--- src/rtl/pc_sequencer_if.sv ---
// pc_sequencer_if: control/status bundle between decoder logic and the PC sequencer
//   halt, op, dir, cond, offset, target : control from decoder/CPSR (master -> slave)
//   PC, redirect, sp, ovf, unf, cycles  : sequencer state (slave -> master)
interface pc_sequencer_if #(
    parameter int PC_W        = 8,
    parameter int OFF_W       = 5,
    parameter int STACK_DEPTH = 4,
    parameter int CNT_W       = 32
);
    localparam int SP_W = $clog2(STACK_DEPTH + 1);
    logic             halt;
    logic [2:0]       op;
    logic             dir;
    logic             cond;
    logic [OFF_W-1:0] offset;
    logic [PC_W-1:0]  target;
    logic [PC_W-1:0]  PC;
    logic             redirect;
    logic [SP_W-1:0]  sp;
    logic             ovf;
    logic             unf;
    logic [CNT_W-1:0] cycles;
    modport master (output halt, op, dir, cond, offset, target,
                    input  PC, redirect, sp, ovf, unf, cycles);
    modport slave  (input  halt, op, dir, cond, offset, target,
                    output PC, redirect, sp, ovf, unf, cycles);
endinterface

--- src/rtl/pc_sequencer.sv ---
// pc_sequencer: program counter with relative branch, jump, call/return stack and cycle counter
//   CLK  : clock, all state updates on posedge
//   init : synchronous active-high reset
//   bus  : slave side of pc_sequencer_if (control in, PC/stack/status out)
module pc_sequencer #(
    parameter int PC_W        = 8,
    parameter int OFF_W       = 5,
    parameter int STACK_DEPTH = 4,
    parameter int CNT_W       = 32
) (
    input logic           CLK,
    input logic           init,
    pc_sequencer_if.slave bus
);
    localparam int SP_W  = $clog2(STACK_DEPTH + 1);
    localparam int IDX_W = STACK_DEPTH > 1 ? $clog2(STACK_DEPTH) : 1;
    logic [PC_W-1:0]  pc, pc_inc, off_ext, nxt_pc;
    logic [SP_W-1:0]  sp, sp_dec;
    logic [CNT_W-1:0] cycles;
    logic             redirect, ovf, unf;
    logic             brel, jmp, call, ret, full, empty, push, pop;
    logic [PC_W-1:0]  stack [STACK_DEPTH];
    // cond=0 demotes BREL/JMP/CALL to SEQ; RET ignores cond
    assign brel    = bus.op == 3'd1 && bus.cond;
    assign jmp     = bus.op == 3'd2 && bus.cond;
    assign call    = bus.op == 3'd3 && bus.cond;
    assign ret     = bus.op == 3'd4;
    assign full    = sp == SP_W'(STACK_DEPTH);
    assign empty   = sp == '0;
    assign push    = call && !full;
    assign pop     = ret && !empty;
    assign pc_inc  = pc + 1'b1;
    assign off_ext = PC_W'(bus.offset);
    assign sp_dec  = sp - 1'b1;
    // index slices are only used when push/pop is legal, so they never exceed the array
    assign nxt_pc  = brel ? (bus.dir ? pc - off_ext : pc + off_ext) :
                     (jmp || push) ? bus.target :
                     pop ? stack[sp_dec[IDX_W-1:0]] : pc_inc;
    always_ff @(posedge CLK) begin
        if (!init && !bus.halt && push)
            stack[sp[IDX_W-1:0]] <= pc_inc;
    end
    always_ff @(posedge CLK) begin
        if (init) begin
            pc       <= '0;
            redirect <= 1'b0;
            sp       <= '0;
            ovf      <= 1'b0;
            unf      <= 1'b0;
            cycles   <= '0;
        end else begin
            cycles <= cycles + 1'b1;
            if (bus.halt) begin
                redirect <= 1'b0;
            end else begin
                pc       <= nxt_pc;
                redirect <= brel || jmp || push || pop;
                if (push)
                    sp <= sp + 1'b1;
                if (pop)
                    sp <= sp_dec;
                if (call && full)
                    ovf <= 1'b1;
                if (ret && empty)
                    unf <= 1'b1;
            end
        end
    end
    assign bus.PC       = pc;
    assign bus.redirect = redirect;
    assign bus.sp       = sp;
    assign bus.ovf      = ovf;
    assign bus.unf      = unf;
    assign bus.cycles   = cycles;
endmodule

--- src/flat_wrapper.sv ---
// flat-port wrapper written by rule: the top's interface ports become plain ports
module pc_sequencer_flat 
#(
    parameter int PC_W        = 8,
    parameter int OFF_W       = 5,
    parameter int STACK_DEPTH = 4,
    parameter int CNT_W       = 32
)
  (CLK, init, bus_halt, bus_op, bus_dir, bus_cond, bus_offset, bus_target, bus_PC, bus_redirect, bus_sp, bus_ovf, bus_unf, bus_cycles);
  pc_sequencer_if #(.PC_W(PC_W), .OFF_W(OFF_W), .STACK_DEPTH(STACK_DEPTH), .CNT_W(CNT_W)) bus_i ();
  input logic CLK;
  input logic init;
  input wire logic [$bits(bus_i.halt)-1:0] bus_halt;
  input wire logic [$bits(bus_i.op)-1:0] bus_op;
  input wire logic [$bits(bus_i.dir)-1:0] bus_dir;
  input wire logic [$bits(bus_i.cond)-1:0] bus_cond;
  input wire logic [$bits(bus_i.offset)-1:0] bus_offset;
  input wire logic [$bits(bus_i.target)-1:0] bus_target;
  output wire logic [$bits(bus_i.PC)-1:0] bus_PC;
  output wire logic [$bits(bus_i.redirect)-1:0] bus_redirect;
  output wire logic [$bits(bus_i.sp)-1:0] bus_sp;
  output wire logic [$bits(bus_i.ovf)-1:0] bus_ovf;
  output wire logic [$bits(bus_i.unf)-1:0] bus_unf;
  output wire logic [$bits(bus_i.cycles)-1:0] bus_cycles;
  assign bus_i.halt = bus_halt;
  assign bus_i.op = bus_op;
  assign bus_i.dir = bus_dir;
  assign bus_i.cond = bus_cond;
  assign bus_i.offset = bus_offset;
  assign bus_i.target = bus_target;
  assign bus_PC = bus_i.PC;
  assign bus_redirect = bus_i.redirect;
  assign bus_sp = bus_i.sp;
  assign bus_ovf = bus_i.ovf;
  assign bus_unf = bus_i.unf;
  assign bus_cycles = bus_i.cycles;
  pc_sequencer #(.PC_W(PC_W), .OFF_W(OFF_W), .STACK_DEPTH(STACK_DEPTH), .CNT_W(CNT_W)) u_core (.CLK(CLK), .init(init), .bus(bus_i));
endmodule
--- config.mk ---
export PLATFORM = sky130hd
export DESIGN_NAME = pc_sequencer_flat
export DESIGN_NICKNAME = d
export VERILOG_FILES = /design/src/rtl/pc_sequencer_if.sv /design/src/rtl/pc_sequencer.sv /design/src/flat_wrapper.sv
export SDC_FILE = /design/constraint.sdc
export NUM_CORES = 1
export LEC_CHECK = 0
export ABC_CLOCK_PERIOD_IN_PS = 4810
export CAP_MARGIN = 40
export CORE_MARGIN = 8
export CORE_UTILIZATION = 57
export CTS_CLUSTER_DIAMETER = 30
export DETAILED_ROUTE_END_ITERATION = 8
export GPL_ROUTABILITY_DRIVEN = 0
export PLACE_DENSITY = 0.83
export SYNTH_ARGS = -nofsm -noshare
export SYNTH_HDL_FRONTEND = slang
export SYNTH_SLANG_ARGS = --single-unit
--- constraint.sdc ---
create_clock -name CLK -period 4.81 [get_ports CLK]
set_input_delay 0.962 -clock CLK [delete_from_list [all_inputs] [get_ports CLK]]
set_output_delay 0.962 -clock CLK [all_outputs]
set_load 0.005 [all_outputs]
==> qor.csv, run 1 <==
stage;metric;value;unit
status;result of the run;completed;
clock_network;setup repair bufs after CTS;0;
power;net switching share of the total power;0.262;
setup_path;critical path peak fanout;4;
setup_path;worst reg-to-reg path cell count;6;
clock_network;post-cts gate resize count;0;
clock_network;CTS max path bufs;2;
global_routing;vias in the first global route;3342;
global_routing;largest net degree at the start of global routing;49;
final_layout;utilization after layout;0.721;
power;internal power component;964;uW
floorplanning;effective utilization at floorplan;0.588;
setup_path;kind of capture point of the worst setup path;flip-flop;
yosys;net count after synthesis;423;
power;Combinational Power Share;0.120;
setup_path;Arrival @ worst endpoint;3.45;ns
yosys;number of cells produced by synthesis;385;
setup_path;type of the worst setup path;primary input to flip-flop;
global_routing;overall track demand over capacity in global routing;0.201;
route;Via density;6.01;
sta;achievable frequency;311;MHz
final_layout;fillcell total;503;
route;iteration-0 DRC count of the detailed router;152;
global_routing;busiest layer in global routing;met2;
floorplanning;Die Height;99.5;um
yosys;post-synthesis cell area;3970;um2
route;Antenna Violating Nets Remaining;0;
final_layout;number of nets at the end of the flow;491;
sta;post-route clock skew;0.00895;ns
yosys;most common cell in the netlist;sky130_fd_sc_hd__dfxtp_1;
global_routing;met3 Resource Use GR;0.0622;
yosys;number of flops mapped to enable cells by yosys;32;
setup_path;reg-to-reg startpoint;u_core.bus.sp[0];
final_layout;fraction of layout cells with a size suffix above 1;0.0786;
route;drt first pass iters;4;
clock_network;CTS tree;done;
yosys;Async S/R FF share, synth;0;
route;total wire length;9.50;mm
clock_network;clock sink count;78;
sta;unrepaired setup endpoints after global routing;false;
yosys;Distinct cells, synth;59;
power;leakage power total;0.00169;uW
place;HPWL Detailed;7.02;mm
setup_path;endpoint of the worst-slack reg-to-reg timing path;u_core.bus.PC[7];
sta;Fin. Hold Viols;0;
route;wire length per cell;17.7;um
setup_path;CP max-delay cell;sky130_fd_sc_hd__clkdlybuf4s50_1;
setup_path;launching element of the worst setup path;bus_offset[1];
global_routing;number of antenna violations at the first check in global routing;0;
yosys;predominant post-synthesis flop cell;sky130_fd_sc_hd__dfxtp_1;
yosys;sequential area share after synthesis;0.474;
setup_path;critical path, cell by cell;clkdlybuf4s50_1 -> inv_1 -> ha_1 -> mux2i_1 -> fa_1 -> a211oi_1 -> o21bai_1 -> a21oi_1 -> xnor2_1 -> a221o_1;
global_routing;global-route met2 utilization;0.334;
min_path;hold endpoint;u_core.bus.unf;
final_layout;fin cells;538;
yosys;YS warnings;0;
power;part of the power in registers;0.546;
clock_network;CTS Hold Bufs;0;
yosys;share of the synthesized area in the top cell type;0.242;
final_layout;number of inserted diodes;0;
global_routing;met1 Use GR;0.231;
floorplanning;floorplan die area;9890;um2
global_routing;remaining global-route overflow;0;
sta;transition time at the pin with the least slew margin;0.766;ns
clock_network;Clk Tree Root Cell;sky130_fd_sc_hd__clkbuf_8;
run;max-capacitance violation count;0;
sta;Finish-stage setup viols;0;
sta;worst hold slack;0.479;ns
sta;worst slew margin relative to its limit;0.489;
global_routing;first-pass GRT wire length;16.0;mm
route;number of design rule violations left after detail routing;0;
min_path;Hold WC Path Type;flip-flop to flip-flop;
setup_path;maximum single-stage delay on the critical path;0.55;ns
power;Clk network pwr share;0.333;
sta;final clock period utilization by the worst path;0.668;
place;number of cells after detailed placement;522;
sta;Total Negative Setup Slacks;0;ns
clock_network;CTS HTree Levels;3;
yosys;Post-synth top cells;sky130_fd_sc_hd__dfxtp_1 (46), sky130_fd_sc_hd__nor2_1 (43), sky130_fd_sc_hd__edfxtp_1 (32);
yosys;dominant cell type by area after synthesis;sky130_fd_sc_hd__edfxtp_1;
power;reported net switching power;343;uW
clock_network;insertion delay of the later-clocked pin in the worst-skew pair;0.35;ns
min_path;number of cells on the worst hold path;2;
final_layout;area overhead of the layout relative to synthesis;22.8;%
yosys;Mapped Avg Cell Area;10.3;um2
sta;Pins Over Slew Limit;0;
setup_path;startpoint class of the critical path;primary input;
floorplanning;I/O pin total;67;
floorplanning;die width;99.5;um
power;pwr dens;268;nW/um2
power;peak supply drop;0.148;mV
yosys;synthesized flop and latch total;78;
clock_network;total CTS buffers;9;
yosys;largest cells by area after synthesis;sky130_fd_sc_hd__edfxtp_1 (24%), sky130_fd_sc_hd__dfxtp_1 (23%), sky130_fd_sc_hd__xnor2_1 (5.1%);
route;number of vias in the routed layout;3234;
floorplanning;number of placement rows;30;
floorplanning;CORE AREA;6760;um2
setup_path;Worst Path Required;5.05;ns
place;port buffer count;66;
sta;fin crit period;3.21;ns
setup_path;setup slack, reg-to-reg;2.11;ns
min_path;worst min-delay path startpoint;u_core.bus.unf;
clock_network;clock slew at reported path FFs;0.08;ns
==> logic make-up (layout without fill, tap and decap cells) <==
group | after synthesis | count (layout) | synth area share
simple gates | 150 | 150 | 0.201
xor+xnor | 36 | 36 | 0.0794
mux | 10 | 10 | 0.0507
buf+inv | 24 | 97 | 0.0233
compound gates | 70 | 70 | 0.116
fa+ha+maj | 17 | 17 | 0.0555
flops | 78 | 78 | 0.474
==> sequential cells by signal, summed over array words and instances (netlist names) <==
name / cells
u_core.bus.PC: 8
u_core.bus.cycles: 32
u_core.bus.ovf: 1
u_core.bus.redirect: 1
u_core.bus.sp: 3
u_core.bus.unf: 1
u_core.stack: 32
==> stage by stage <==
stage | worst slack (ns) | area [um2] | total power [uW]
floorplan | 2.01 | 3970 | 819
global placement | 1.37 | 4700 | 880
detailed placement | 1.27 | 4700 | 885
CTS | 1.59 | 4870 | 1310
global route | 1.44 | 4870 | 1360
finish | 1.60 | 4870 | 1310
==> power by group through the flow <==
| stage | clock (uW) | sequential [uW] | combinational, uW |
|---|---|---|---|
| global placement | 0 | 729 | 151 |
| floorplan | 0 | 725 | 93.9 |
| global route | 471 | 716 | 174 |
| CTS | 443 | 714 | 157 |
| finish | 436 | 714 | 157 |
| detailed placement | 0 | 729 | 156 |
==> final cells by class <==
class,count,area (um2),share of cell area
inverters,13,48.8,0.0100
clock buffers,9,124,0.0254
well taps,80,100,0.0205
multi-input cells,283,2000,0.409
clock inverters,7,48.8,0.0100
flip-flops and latches,78,1880,0.386
repair buffers,68,676,0.139
==> worst max-delay path: cells and delay by family <==
kind	cells	cell delay, ns
XOR/XNOR	1	0.08
AO/OA/AOI/OAI	4	0.91
adder cells (fa/ha/maj)	2	0.76
buffers and inverters	2	0.62
multiplexers	1	0.11
==> how the worst max path moves through the flow <==
stage | to | slack [ns] | depth (start not counted)
6_report | u_core.bus.PC[6] | 1.60 | 10
5_1_grt | u_core.bus.PC[6] | 1.44 | 10
4_1_cts | u_core.bus.PC[6] | 1.59 | 10
3_5_place_dp | u_core.bus.PC[6] | 1.27 | 10
3_3_place_gp | u_core.bus.PC[6] | 1.37 | 10
2_1_floorplan | u_core.bus.PC[6] | 2.01 | 9
==> routing by layer <==
metal  up-vias  part of all wire
met2       100              0.49
li1       1554                 -
met5         -                 0
met1      1561              0.41
met4         0             0.023
met3        19             0.070
==> cell usage in the layout (no fill, tap or decap), types with 2 or more instances in the layout <==
cell,n
sky130_fd_sc_hd__clkinvlp_4,2
sky130_fd_sc_hd__nand3b_1,2
sky130_fd_sc_hd__clkinv_1,2
sky130_fd_sc_hd__buf_4,2
sky130_fd_sc_hd__nor4_1,6
sky130_fd_sc_hd__clkdlybuf4s50_1,66
sky130_fd_sc_hd__and2_1,8
sky130_fd_sc_hd__xor2_1,13
sky130_fd_sc_hd__dfxtp_1,46
sky130_fd_sc_hd__a21oi_1,22
sky130_fd_sc_hd__a31oi_1,2
sky130_fd_sc_hd__inv_1,13
sky130_fd_sc_hd__nand2_1,23
sky130_fd_sc_hd__clkbuf_8,9
sky130_fd_sc_hd__nor2_1,43
sky130_fd_sc_hd__o21bai_1,2
sky130_fd_sc_hd__nor2b_1,3
sky130_fd_sc_hd__o21a_1,2
sky130_fd_sc_hd__or3_1,6
sky130_fd_sc_hd__a21o_1,5
sky130_fd_sc_hd__edfxtp_1,32
sky130_fd_sc_hd__mux4_2,8
sky130_fd_sc_hd__a211oi_1,4
sky130_fd_sc_hd__inv_6,2
sky130_fd_sc_hd__and3_1,4
sky130_fd_sc_hd__and4_1,4
sky130_fd_sc_hd__o211ai_1,3
sky130_fd_sc_hd__ha_1,16
sky130_fd_sc_hd__o21ai_0,12
sky130_fd_sc_hd__nor3_1,13
sky130_fd_sc_hd__nand3_1,15
sky130_fd_sc_hd__nand4_1,8
sky130_fd_sc_hd__nand2b_1,3
sky130_fd_sc_hd__xnor2_1,23
sky130_fd_sc_hd__a31o_2,3
sky130_fd_sc_hd__a221oi_1,4
Note: power is estimated with default switching activity, not from simulation.
==> run 2: changes to the inputs <==
--- a/config.mk
+++ b/config.mk
@@ -5,14 +5,14 @@
 export SDC_FILE = /design/constraint.sdc
 export NUM_CORES = 1
 export LEC_CHECK = 0
-export ABC_CLOCK_PERIOD_IN_PS = 4810
+export ABC_CLOCK_PERIOD_IN_PS = 3400
 export CAP_MARGIN = 40
 export CORE_MARGIN = 8
-export CORE_UTILIZATION = 57
+export CORE_UTILIZATION = 53
 export CTS_CLUSTER_DIAMETER = 30
 export DETAILED_ROUTE_END_ITERATION = 8
 export GPL_ROUTABILITY_DRIVEN = 0
-export PLACE_DENSITY = 0.83
+export PLACE_DENSITY = 0.78
 export SYNTH_ARGS = -nofsm -noshare
 export SYNTH_HDL_FRONTEND = slang
 export SYNTH_SLANG_ARGS = --single-unit
==> constraint.sdc (replaced) <==
create_clock -name CLK -period 3.4 [get_ports CLK]
set_input_delay 0.68 -clock CLK [delete_from_list [all_inputs] [get_ports CLK]]
set_output_delay 0.68 -clock CLK [all_outputs]
set_load 0.005 [all_outputs]
==> qor.csv, run 2 (synthesized netlist as in run 1, its figures left out) <==
stage;metric;value;unit
clock_network;clock sink count;78;
sta;unrepaired setup endpoints after global routing;false;
route;number of design rule violations left after detail routing;0;
clock_network;CTS max path bufs;2;
sta;final clock period utilization by the worst path;0.853;
run;max-capacitance violation count;0;
setup_path;critical path peak fanout;4;
setup_path;Arrival @ worst endpoint;3.14;ns
min_path;Hold WC Path Type;flip-flop to flip-flop;
route;iteration-0 DRC count of the detailed router;156;
setup_path;setup slack, reg-to-reg;1.03;ns
global_routing;overall track demand over capacity in global routing;0.196;
final_layout;commonest non-fill, non-tap cells in the layout;sky130_fd_sc_hd__clkdlybuf4s50_1 (66), sky130_fd_sc_hd__dfxtp_1 (46), sky130_fd_sc_hd__nor2_1 (43);
clock_network;CTS tree;done;
sta;Pins Over Slew Limit;0;
route;Via density;5.79;
clock_network;CTS Hold Bufs;0;
floorplanning;CORE AREA;7250;um2
floorplanning;floorplan die area;10500;um2
sta;post-route clock skew;0.00900;ns
route;Antenna Violating Nets Remaining;0;
clock_network;setup repair bufs after CTS;0;
clock_network;insertion delay of the later-clocked pin in the worst-skew pair;0.34;ns
route;total wire length;9.76;mm
status;result of the run;completed;
global_routing;remaining global-route overflow;0;
sta;worst slew margin relative to its limit;0.607;
sta;Fin. Hold Viols;0;
final_layout;number of nets at the end of the flow;494;
route;drt first pass iters;4;
power;pwr dens;402;nW/um2
setup_path;CP max-delay cell;sky130_fd_sc_hd__clkdlybuf4s50_1;
power;PnR Total Power;2000;uW
clock_network;total CTS buffers;9;
sta;Total Negative Setup Slacks;0;ns
clock_network;post-cts gate resize count;0;
setup_path;Crit path buffers/inverters;2;
sta;transition time at the pin with the least slew margin;0.584;ns
final_layout;area overhead of the layout relative to synthesis;25.2;%
place;HPWL Detailed;7.21;mm
setup_path;startpoint class of the critical path;primary input;
min_path;number of cells on the worst hold path;2;
final_layout;most frequent standard cell in the layout excluding fill and tap cells;sky130_fd_sc_hd__clkdlybuf4s50_1;
floorplanning;Die Height;103;um
setup_path;worst reg-to-reg path cell count;9;
setup_path;maximum single-stage delay on the critical path;0.55;ns
setup_path;reg-to-reg startpoint;u_core.bus.PC[0];
floorplanning;die width;103;um
power;peak supply drop;0.279;mV
min_path;worst min-delay path startpoint;u_core.bus.cycles[31];
clock_network;Clk Tree Root Cell;sky130_fd_sc_hd__clkbuf_8;
sta;worst hold slack;0.494;ns
place;port buffer count;66;
min_path;hold endpoint;u_core.bus.cycles[31];
clock_network;clock slew at reported path FFs;0.08;ns
setup_path;Top delay family on crit path;compound AO/OA/AOI/OAI gates;
floorplanning;number of placement rows;31;
setup_path;count of cell instances traversed by the critical path;10;
global_routing;first-pass GRT wire length;16.1;mm
floorplanning;effective utilization at floorplan;0.547;
setup_path;endpoint of the worst-slack reg-to-reg timing path;u_core.bus.PC[6];
setup_path;critical path, cell by cell;clkdlybuf4s50_1 -> inv_1 -> ha_1 -> mux2i_1 -> fa_1 -> a211oi_1 -> o21bai_1 -> a21oi_1 -> xnor2_1 -> a221o_1;
setup_path;kind of capture point of the worst setup path;flip-flop;
route;wire length per cell;17.4;um
power;leakage power total;0.00173;uW
global_routing;number of antenna violations at the first check in global routing;0;
final_layout;fraction of layout cells with a size suffix above 1;0.0889;
floorplanning;I/O pin total;67;
sta;fin crit period;2.90;ns
sta;achievable frequency;345;MHz
setup_path;type of the worst setup path;primary input to flip-flop;
global_routing;largest net degree at the start of global routing;46;
final_layout;number of inserted diodes;0;
global_routing;vias in the first global route;3289;
clock_network;CTS HTree Levels;3;
setup_path;Worst Path Required;3.64;ns
sta;Finish-stage setup viols;0;
route;number of vias in the routed layout;3241;
==> run 2: where the power goes <==
part	switching [uW]	internal, uW
sequential	20.3	988
combinational	115	111
clock	349	415
==> run 2: final cells by class <==
class,instances,area [um2]
clock buffers,9,124
clock inverters,7,98.8
fillers,569,2280
inverters,13,48.8
multi-input cells,283,2000
flip-flops and latches,78,1880
well taps,99,124
repair buffers,71,698
==> run 2: per-stage QoR <==
step,std cells,cell area [um2],util,setup slack [ns]
after floorplan,385,3970,-,0.881
after global placement,544,4750,0.655,0.237
after detailed placement,544,4750,0.655,0.143
after CTS,560,4970,0.685,0.497
after global routing,560,4970,0.685,0.258
final,560,4970,0.685,0.501
==> run 2: how the worst max path moves through the flow <==
stage	from	endpoint	slack, ns
floorplan	bus_offset[0]	u_core.bus.PC[6]	0.88
global placement	bus_offset[0]	u_core.bus.PC[6]	0.24
detailed placement	bus_offset[0]	u_core.bus.PC[6]	0.14
CTS	bus_offset[0]	u_core.bus.PC[6]	0.50
global route	bus_offset[0]	u_core.bus.PC[6]	0.26
finish	bus_offset[0]	u_core.bus.PC[6]	0.50
==> run 2: metal layers <==
layer,wire length [um],GRT usage,share of wire,vias to the layer above
met3,631,0.0486,0.065,23
met4,269,0.0869,0.028,0
met5,0,0,0,-
met1,4190,0.236,0.43,1548
li1,-,-,-,1571
met2,4670,0.322,0.48,99
==> run 2: worst min-delay path: cells and delay by family, from the launching register on <==
family	cells	cell delay, ns
flops	1	0.33
compound gates	2	0.12
